==> src/rtl/output_port.sv <==
// output_port: W-bus output port FIFO with valid/ready drain.
// Captures data_in on each lo strobe into a DEPTH-entry FIFO, drains over a
// registered valid/ready interface, and reports full/count to the controller.
// Optional macro OUTPUT_PORT_OVF_EN builds a sticky overflow flag on rejected
// pushes; without it ovf is tied low.
module output_port #(
    parameter int WIDTH = 8,
    parameter int DEPTH = 4
) (
    input  logic                     clk,
    input  logic                     reset,
    input  logic [WIDTH-1:0]         data_in,
    input  logic                     lo,
    output logic                     full,
    output logic [$clog2(DEPTH):0]   count,
    output logic [WIDTH-1:0]         dout,
    output logic                     dout_valid,
    input  logic                     dout_ready,
    output logic                     ovf
);

    localparam int PW = $clog2(DEPTH);
    localparam int CW = PW + 1;
    localparam logic [CW-1:0] DEPTH_C = CW'(DEPTH);

    logic [WIDTH-1:0] mem_q [DEPTH];

    logic [PW-1:0]    wp_q, wp_d;
    logic [PW-1:0]    rp_q, rp_d;
    logic [CW-1:0]    count_q, count_d;
    logic [WIDTH-1:0] dout_q, dout_d;
    logic             dout_valid_q, dout_valid_d;
    logic             full_q, full_d;
    logic             pop, push;

    // Next-state pointers, occupancy and registered head-of-FIFO view
    always_comb begin
        pop     = dout_valid_q && dout_ready;
        push    = lo && (!full_q || pop);
        wp_d    = push ? wp_q + PW'(1) : wp_q;
        rp_d    = pop  ? rp_q + PW'(1) : rp_q;
        count_d = count_q;
        case ({push, pop})
            2'b10:   count_d = count_q + CW'(1);
            2'b01:   count_d = count_q - CW'(1);
            default: count_d = count_q;
        endcase
        dout_valid_d = (count_d != '0);
        full_d       = (count_d == DEPTH_C);
        // The new head may be the slot being written this same edge
        // (push into empty, or push+pop with one entry), so bypass data_in.
        if (!dout_valid_d) begin
            dout_d = '0;
        end else if (push && (wp_q == rp_d)) begin
            dout_d = data_in;
        end else begin
            dout_d = mem_q[rp_d];
        end
    end

    // Control state and registered outputs
    always_ff @(posedge clk or posedge reset) begin
        if (reset) begin
            wp_q         <= '0;
            rp_q         <= '0;
            count_q      <= '0;
            dout_q       <= '0;
            dout_valid_q <= 1'b0;
            full_q       <= 1'b0;
        end else begin
            wp_q         <= wp_d;
            rp_q         <= rp_d;
            count_q      <= count_d;
            dout_q       <= dout_d;
            dout_valid_q <= dout_valid_d;
            full_q       <= full_d;
        end
    end

    // Storage array; contents intentionally survive reset
    always_ff @(posedge clk) begin
        if (push) begin
            mem_q[wp_q] <= data_in;
        end
    end

`ifdef OUTPUT_PORT_OVF_EN
    logic ovf_q, ovf_d;

    // Sticky overflow: any lo that could not be accepted
    always_comb begin
        ovf_d = ovf_q | (lo && !push);
    end

    // Overflow flag register
    always_ff @(posedge clk or posedge reset) begin
        if (reset) begin
            ovf_q <= 1'b0;
        end else begin
            ovf_q <= ovf_d;
        end
    end

    assign ovf = ovf_q;
`else
    assign ovf = 1'b0;
`endif

    assign full       = full_q;
    assign count      = count_q;
    assign dout       = dout_q;
    assign dout_valid = dout_valid_q;

endmodule

==> config.mk <==
export PLATFORM = sky130hd
export DESIGN_NAME = output_port
export DESIGN_NICKNAME = d
export VERILOG_FILES = /design/src/rtl/output_port.sv
export SDC_FILE = /design/constraint.sdc
export NUM_CORES = 1
export LEC_CHECK = 0
export CAP_MARGIN = 0
export CORE_ASPECT_RATIO = 1.75
export CORE_MARGIN = 2
export CORE_UTILIZATION = 60
export DETAILED_ROUTE_END_ITERATION = 10
export PLACE_DENSITY = 0.87
export SYNTH_ARGS = -nofsm -noshare
export SYNTH_HDL_FRONTEND = slang
export SYNTH_SLANG_ARGS = --single-unit
==> constraint.sdc <==
create_clock -name clk -period 5.85 [get_ports clk]
set_input_delay 0.585 -clock clk [delete_from_list [all_inputs] [get_ports clk]]
set_output_delay 0.585 -clock clk [all_outputs]
set_load 0.01 [all_outputs]
### After elaboration in Yosys (flattened, before gate mapping)

Memories as Yosys holds them, arrays and structs flattened.
Index checks and enable logic that the tools add are counted.

| word-level totals | value |
|---|---|
| flip-flop bits (word level) | 17 |
| RAM bits | 32 |
| input bits | 12 |
| word-level logic and storage cells | 27 |
| memories | 1 |

| cells by class | value |
|---|---|
| add/subtract/negate cells | 4 |
| equal/unequal tests | 4 |
| multiplexer cells | 6 |
| reductions and logical operators | 6 |

Memory list:

| memory | depth | width | rd ports | clocked after Yosys merged registers in | write ports | line | source |
|---|---|---|---|---|---|---|---|
| mem_q | 4 | 8 | 1 | 0 | 1 | 26 | `logic [WIDTH-1:0] mem_q [DEPTH];` |

Operators by type and width:

| kind | count |
|---|---|
| 8-bit 2-to-1 mux | 2 |
| 3-bit case mux with 2 select lines | 1 |
| 2-bit by 1-bit adder with 2-bit output (second input constant) | 2 |
| 3-bit by 1-bit adder with 3-bit output (second input constant) | 1 |
| 3-bit equality test (second input constant) | 1 |
| 1-bit logical AND | 3 |
| 3-bit nonzero test | 1 |
| 3-bit by 1-bit subtractor with 3-bit output (second input constant) | 1 |
| 2-bit by 1-bit equality test with 1-bit output (second input constant) | 1 |
| 2-bit equality test | 1 |
| 2-bit equality test (second input constant) | 1 |
| 1-bit 2-to-1 mux | 2 |
| 2-bit 2-to-1 mux | 1 |
| 1-bit logical NOT | 1 |
| 1-bit logical OR | 1 |

### Logic depth before layout (Yosys ltp)

Gate-level depths: netlist of the first run.

| logic depth | value |
|---|---|
| word-level depth | 7 |
| depth in mapped cells | 11 |
| mapped depth without buffers | 10 |

### Worst setup path after synthesis of the first run

Ideal clock, no wire load.

| timing | value |
|---|---|
| kind | input to register |
| start | input dout_ready |
| end | register dout_q[6] (netlist: dout[6]) |
| setup time | 99 ps |
| arrival time | 2754 ps |
| required time | 5751 ps |
| slack | 2997 ps |
| cell stages on the path | 11 |
| buffers on the path | 1 |
| path through | nand2_2 > buf_4 > a21boi_1 > inv_1 > ha_1 > fa_1 > xnor2_1 > nor2_1 > xor2_2 > nor2_1 > a311oi_1 |

| between the ends | value |
|---|---|
| word-level cells in the longest chain between the ends | 7 |

Ends and longest elaborated chain:

| item | line | source |
|---|---|---|
| start, declared | 18 | `input logic dout_ready,` |
| 1-bit logical AND * | 38 | `pop = dout_valid_q && dout_ready;` |
| 1-bit logical OR | 39 | `push = lo && (!full_q \|\| pop);` |
| 1-bit logical AND | 39 |  |
| 2-bit by 1-bit equality test with 1-bit output / 2-bit equality test (equally long branches) | 43 | `case ({push, pop})` |
| 3-bit case mux with 2 select lines * | 43 |  |
| net count_d[2] | 30 | `logic [CW-1:0] count_q, count_d;` |
| 3-bit nonzero test * | 48 | `dout_valid_d = (count_d != '0);` |
| 8-bit 2-to-1 mux * | 52 | `if (!dout_valid_d) begin` |
| net dout_d[6] | 31 | `logic [WIDTH-1:0] dout_q, dout_d;` |
| end signal, assigned | 74 | `dout_q <= dout_d;` |
| end, declared | 31 |  |

The timed path passes the listed nets; every way through them passes the cells marked *.
A chain may end at the register's enable or synchronous reset.

### Final worst setup path of the first run

| timing | value |
|---|---|
| start | input dout_ready |
| end | register dout_q[6] (netlist: dout[6]) |

| between the ends | value |
|---|---|
| word-level cells in the longest chain between the ends | 7 |

Ends and longest elaborated chain:

| item | line |
|---|---|
| 1-bit logical AND * | 38 |
| 1-bit logical OR | 39 |
| 1-bit logical AND | 39 |
| 2-bit by 1-bit equality test with 1-bit output / 2-bit equality test (equally long branches) | 43 |
| 3-bit case mux with 2 select lines | 43 |
| 3-bit nonzero test | 48 |
| 8-bit 2-to-1 mux * | 52 |
| net dout_d[6] | 31 |

Marks and branches as above.

==> results of run 1 <==
sequential cells by signal (all words and copies together), names as in the netlist:
signal	cells
full	1
rp_q	2
dout	8
dout_valid	1
count	3
mem_q	32
wp_q	2
cells in the mapped netlist:
master / count
fa_1: 1
o22ai_1: 7
o211ai_1: 1
mux2_2: 1
nand3_1: 2
and3_1: 1
nand2_1: 1
nand3_2: 1
nor3b_1: 1
o21ai_0: 2
buf_4: 3
dfrtp_1: 17
inv_6: 1
mux4_2: 7
mux2i_1: 29
ha_1: 5
inv_1: 7
buf_8: 1
xnor2_1: 8
conb_1: 1
mux2_1: 1
buf_1: 1
o21ai_1: 1
xor2_2: 1
nor2_1: 5
a21oi_1: 9
buf_12: 1
o2bb2ai_1: 1
edfxtp_1: 32
and2_1: 4
a311oi_1: 1
buf_2: 2
nor3_1: 1
nand2_2: 1
a21boi_1: 1
per-layer routing:
metal  up-vias  track usage  wire length [um]
li1        640            -                 -
met1       674       0.2334              1609
met2        35       0.4114              2505
met3        10      0.03608               169
met4         0      0.09091               105
met5         -            0                 0
worst max-delay path by stage:
stage / slack (ns) / end / startpoint / cells past startpoint
6_report: 2.26 / dout[6] / dout_ready / 10
5_1_grt: 2.03 / dout[6] / dout_ready / 10
4_1_cts: 2.32 / dout[6] / dout_ready / 10
3_5_place_dp: 2.04 / dout[6] / dout_ready / 10
3_3_place_gp: 2.24 / dout[1] / dout_ready / 10
2_1_floorplan: 3.00 / dout[6] / dout_ready / 11
kinds of logic after synthesis:
family | count (synthesis) | synth area share
AOI/OAI and AO/OA | 23 | 0.05767
muxes | 38 | 0.1989
buffers and inverters | 16 | 0.04497
DFF | 49 | 0.5862
adders and majority gates | 6 | 0.03492
xor gates and xnor gates | 9 | 0.03651
other | 1 | 0.001586
and+or+nand+nor | 17 | 0.03915
critical path: stages:
cell             delay, ns
clkdlybuf4s50_1       0.52
nand2_2               0.26
a21boi_1              0.52
inv_1                 0.10
ha_1                  0.26
fa_1                  0.51
nor2_1                0.05
a21oi_1               0.57
nor2_1                0.13
a311oi_1              0.28
power by group:
part	internal (mW)	total, mW	switching [mW]
combinational	0.277	0.539	0.262
clock	0.0849	0.181	0.0959
sequential	0.478	0.574	0.0960
total	0.840	1.29	0.454
final cells by class:
cell class | instances | share of cell area
repair buffers | 24 | 0.08985
inverters | 8 | 0.01310
well taps | 48 | 0.02246
multi-input cells | 94 | 0.3262
clock buffers | 8 | 0.02995
flip-flops and latches | 49 | 0.5185
==> results.yml, run 1 <==
route:
  route.final.wire_length_um: 4389
  dr.first_iter.drc_count: 60
  via_count: 1359
  drc: 0
  postRouteAntennaNets: 0
  avgRoutedWirePerCell_um: 19.00
  count_of_tritonroute_iterations_in_the_first_routing_pass: 4
  vias_per_cell: 5.883
global_route:
  grt_pass1_wl_um: 6851
  grt_pass1_vias: 1397
  grt_antenna_before_repair: 0
  grt_remaining_overflow: 0
  global_route.usage.total: 0.2190
  grt_max_degree: 27
clock_network:
  clk_pin_slew_worst_paths_ns: 0.09
  clock_insertion_delay_worst_skew_ns: 0.30
  ctsLongestPathBuffers: 2
  cts_sinks: 49
  cts_hold_buffers: 0
  buffers_inserted_by_post_cts_timing_repair: 0
  cts-root-buf: "clkbuf_8"
  cts_max_level: 2
  numCtsBuffers: 5
  clock_tree_from_tritoncts: "built"
  cts_resized: 0
timing:
  setup_tns_ns: 0
  fin_hold_ws_ns: 0.5652
  achievable-frequency_ghz: 0.2786
  rsz_0062_raised_after_global_routing: "false"
  timing.final.max_slew_violations: 0
  fin_worst_skew_ns: 0.01229
  period_minus_slack_ns: 3.589
  hold_violations: 0
  setup_viol: 0
  max_slew_margin: 0.5348
  post-route-worst-setup-slack_ns: 2.261
  tcrit_tclk_final: 0.6135
  worst_slew_pin_slew_ns: 0.6978
synthesis:
  yosys.area.top_type: "edfxtp_1"
  synth.ff_latch_count: 49
  synth-warning-count: 0
  seq_area_frac_synth: 0.5862
  syn-instance-count: 159
  syn_nets: 177
  yosysTopAreaCellShare: 0.4063
  yosys.cell_types.count: 35
  netlist_top_cells_area: "edfxtp_1, dfrtp_1, mux2i_1"
  netlist_area_um2: 2365
  synth.avg_cell_area_um2: 14.87
placed_design:
  place_inst: 223
  postPlaceCellArea_um2: 2594
  port_buffers: 24
  finalWeightedCongestion: 0.8418
  detailedPlace.worstSlack_ns: 2.039
  detailed_place_hpwl_um: 3178
final_layout:
  mostFrequentLayoutCells: "edfxtp_1, mux2i_1, clkdlybuf4s50_1"
  fillerInstances: 282
  nNetsFinal: 200
  layoutNonFillerInstCount: 231
  finalCoreUtilization: 0.6984
  multiInputGateArea_um2: 872.1
  leading_cell_type_in_the_layout_fill_and_taps_excluded: "edfxtp_1"
  stdcell_area_um2: 2674
  area_delta_synth_final_pct: 13.07
  antenna_cells_inserted: 0
  fraction_of_final_layout_cells_with_drive_strength_greater_than_1: 0.09290
  regArea_um2: 1386
critical_path:
  end_kind: "flip-flop"
  timing.rr.end: "dout[6]"
  required_ns: 6.04
  r2r_slack_ns: 2.65
  critical_path.startpoint_type: "input port"
  worst-setup-path-type: "input port to flip-flop"
  reg2regPathDepth: 9
  worst_r2r_startpoint: "dout_valid"
  crit_arrival_ns: 3.78
  timing.critical_path.fanout_max: 11
outcome:
  status: "finished clean"
worst_hold_path:
  hold_depth: 2
  min_to: "dout[6]"
  hold_class: "flip-flop to flip-flop"
  hold_path_startpoint: "mem_q[0][6]"
power_and_ir_drop:
  report.power.total_mw: 1.294
  power.leakage_nw: 1.027
  ir_worst_vdd_uv: 295.2
  power_per_cell_area_nw_per_um2: 483.9
die:
  io-pin-count: 26
  die_height_um: 87.05
  floorplan.core_area_um2: 3829
  die_w_um: 51.46
  initial_core_util: 0.6176
  die_area_um2: 4479
  rows: 30
job:
  timing.max_cap.violations: 0
(Power assumes the default switching activity.)
==> run 2, diff against run 1 <==
--- a/config.mk
+++ b/config.mk
@@ -8,9 +8,9 @@
 export CAP_MARGIN = 0
 export CORE_ASPECT_RATIO = 1.75
 export CORE_MARGIN = 2
-export CORE_UTILIZATION = 60
+export CORE_UTILIZATION = 50
 export DETAILED_ROUTE_END_ITERATION = 10
-export PLACE_DENSITY = 0.87
+export PLACE_DENSITY = 0.78
 export SYNTH_ARGS = -nofsm -noshare
 export SYNTH_HDL_FRONTEND = slang
 export SYNTH_SLANG_ARGS = --single-unit
==> constraint.sdc (replaced) <==
create_clock -name clk -period 2.9 [get_ports clk]
set_input_delay 0.29 -clock clk [delete_from_list [all_inputs] [get_ports clk]]
set_output_delay 0.29 -clock clk [all_outputs]
set_load 0.01 [all_outputs]
==> results.yml, run 2 (same netlist as run 1, synthesis figures left out) <==
outcome:
  status: "finished clean"
critical_path:
  critical_path.startpoint_type: "input port"
  timing.rr.end: "dout[0]"
  required_ns: 3.11
  r2r_slack_ns: 0.37
  worst_path_largest_cell_delay_ns: 0.52
  worst_r2r_startpoint: "dout_valid"
  cp_cell_sequence: "clkdlybuf4s50_1 -> nand2_2 -> a21boi_1 -> inv_1 -> ha_1 -> fa_1 -> xnor2_1 -> nor2_1 -> xor2_2 -> buf_4 -> o22ai_1 -> a21oi_1"
  reg2regPathDepth: 11
  timing.critical_path.fanout_max: 7
  crit_arrival_ns: 2.80
  cp_slowest_cell: "clkdlybuf4s50_1"
  end_kind: "flip-flop"
  worst-setup-path-type: "input port to flip-flop"
die:
  initial_core_util: 0.5114
  die_height_um: 94.98
  die_area_um2: 5317
  rows: 33
  floorplan.core_area_um2: 4624
  io-pin-count: 26
  die_w_um: 55.99
placed_design:
  detailedPlace.worstSlack_ns: 0.01015
  finalWeightedCongestion: 0.7509
  detailed_place_hpwl_um: 3140
  port_buffers: 24
timing:
  max_slew_margin: 0.5289
  fin_hold_ws_ns: 0.3837
  setup_tns_ns: 0
  post-route-worst-setup-slack_ns: 0.3050
  fin_worst_skew_ns: 0.006337
  timing.final.max_slew_violations: 0
  achievable-frequency_ghz: 0.3854
  rsz_0062_raised_after_global_routing: "false"
  hold_violations: 0
  tcrit_tclk_final: 0.8948
  period_minus_slack_ns: 2.595
  setup_viol: 0
  worst_slew_pin_slew_ns: 0.7067
route:
  route.final.wire_length_um: 4260
  avgRoutedWirePerCell_um: 17.82
  postRouteAntennaNets: 0
  drc: 0
  dr.first_iter.drc_count: 34
  via_count: 1354
  count_of_tritonroute_iterations_in_the_first_routing_pass: 4
  vias_per_cell: 5.665
clock_network:
  clock_insertion_delay_worst_skew_ns: 0.29
  cts_max_level: 2
  cts_sinks: 49
  numCtsBuffers: 5
  clk_pin_slew_worst_paths_ns: 0.08
  cts_hold_buffers: 0
  cts_resized: 0
  cts-root-buf: "clkbuf_8"
  ctsLongestPathBuffers: 2
  buffers_inserted_by_post_cts_timing_repair: 0
  clock_tree_from_tritoncts: "built"
global_route:
  global_route.usage.total: 0.1719
  grt_antenna_before_repair: 0
  grt_pass1_vias: 1404
  grt_max_degree: 26
  grt_remaining_overflow: 0
  grt_pass1_wl_um: 6775
final_layout:
  area_delta_synth_final_pct: 14.71
  finalCoreUtilization: 0.5866
  fraction_of_final_layout_cells_with_drive_strength_greater_than_1: 0.1176
  antenna_cells_inserted: 0
  mostFrequentLayoutCells: "edfxtp_1, mux2i_1, clkdlybuf4s50_1"
  regMostFlops: "mem_q"
  leading_cell_type_in_the_layout_fill_and_taps_excluded: "edfxtp_1"
  fillerInstances: 379
  nNetsFinal: 205
  largest_reg_flops: 32
worst_hold_path:
  hold_class: "input port to async pin"
power_and_ir_drop:
  ir_worst_vdd_uv: 627.6
  power_per_cell_area_nw_per_um2: 970.6
  power.leakage_nw: 1.050
  report.power.total_mw: 2.633
job:
  timing.max_cap.violations: 0
==> run 2: worst max path at each step <==
stage | from | to | slack [ns] | cells past startpoint
5_1_grt | dout_ready | dout[2] | 0.19 | 12
3_5_place_dp | dout_ready | dout[0] | 0.01 | 12
6_report | dout_ready | dout[0] | 0.31 | 12
3_3_place_gp | dout_ready | dout[0] | 0.15 | 12
4_1_cts | dout_ready | dout[0] | 0.30 | 12
2_1_floorplan | dout_valid | dout[6] | 0.17 | 11
==> run 2: where the power goes <==
group          switching, mW  internal [mW]
registers              0.187          0.964
clock network          0.201          0.163
logic                  0.523          0.595
total                  0.912           1.72
==> run 2: layout make-up <==
cell class	count	area [um2]	area share
clock buffers	6	72.57	0.02675
multi-input cells	94	872.1	0.3215
well taps	52	65.06	0.02399
inverters	8	35.03	0.01292
flip-flops and latches	49	1386	0.5111
repair buffers	29	277.8	0.1024
clock inverters	1	3.754	0.001384
==> run 2: metal layers <==
metal  vias up  global-route usage  share of wire
li1        641                   -              -
met1       679              0.1785           0.38
met2        25              0.3304           0.57
met3         9             0.03014          0.026
met4         0             0.07540          0.024
met5         -                   0              0
==> run 2: worst max-delay path, delay by kind of cell <==
kind	cells	cell delay, ns
AOI/OAI and AO/OA	3	0.44
xor gates and xnor gates	2	0.40
adders and majority gates	2	0.65
buffers and inverters	3	0.78
and+or+nand+nor	2	0.25
==> run 2: through the flow <==
step | cells | cell area [um2]
6_report | 239 | 2713
5_1_grt | 239 | 2713
4_1_cts | 239 | 2713
3_5_place_dp | 232 | 2636
3_3_place_gp | 232 | 2636
2_1_floorplan | 159 | 2365
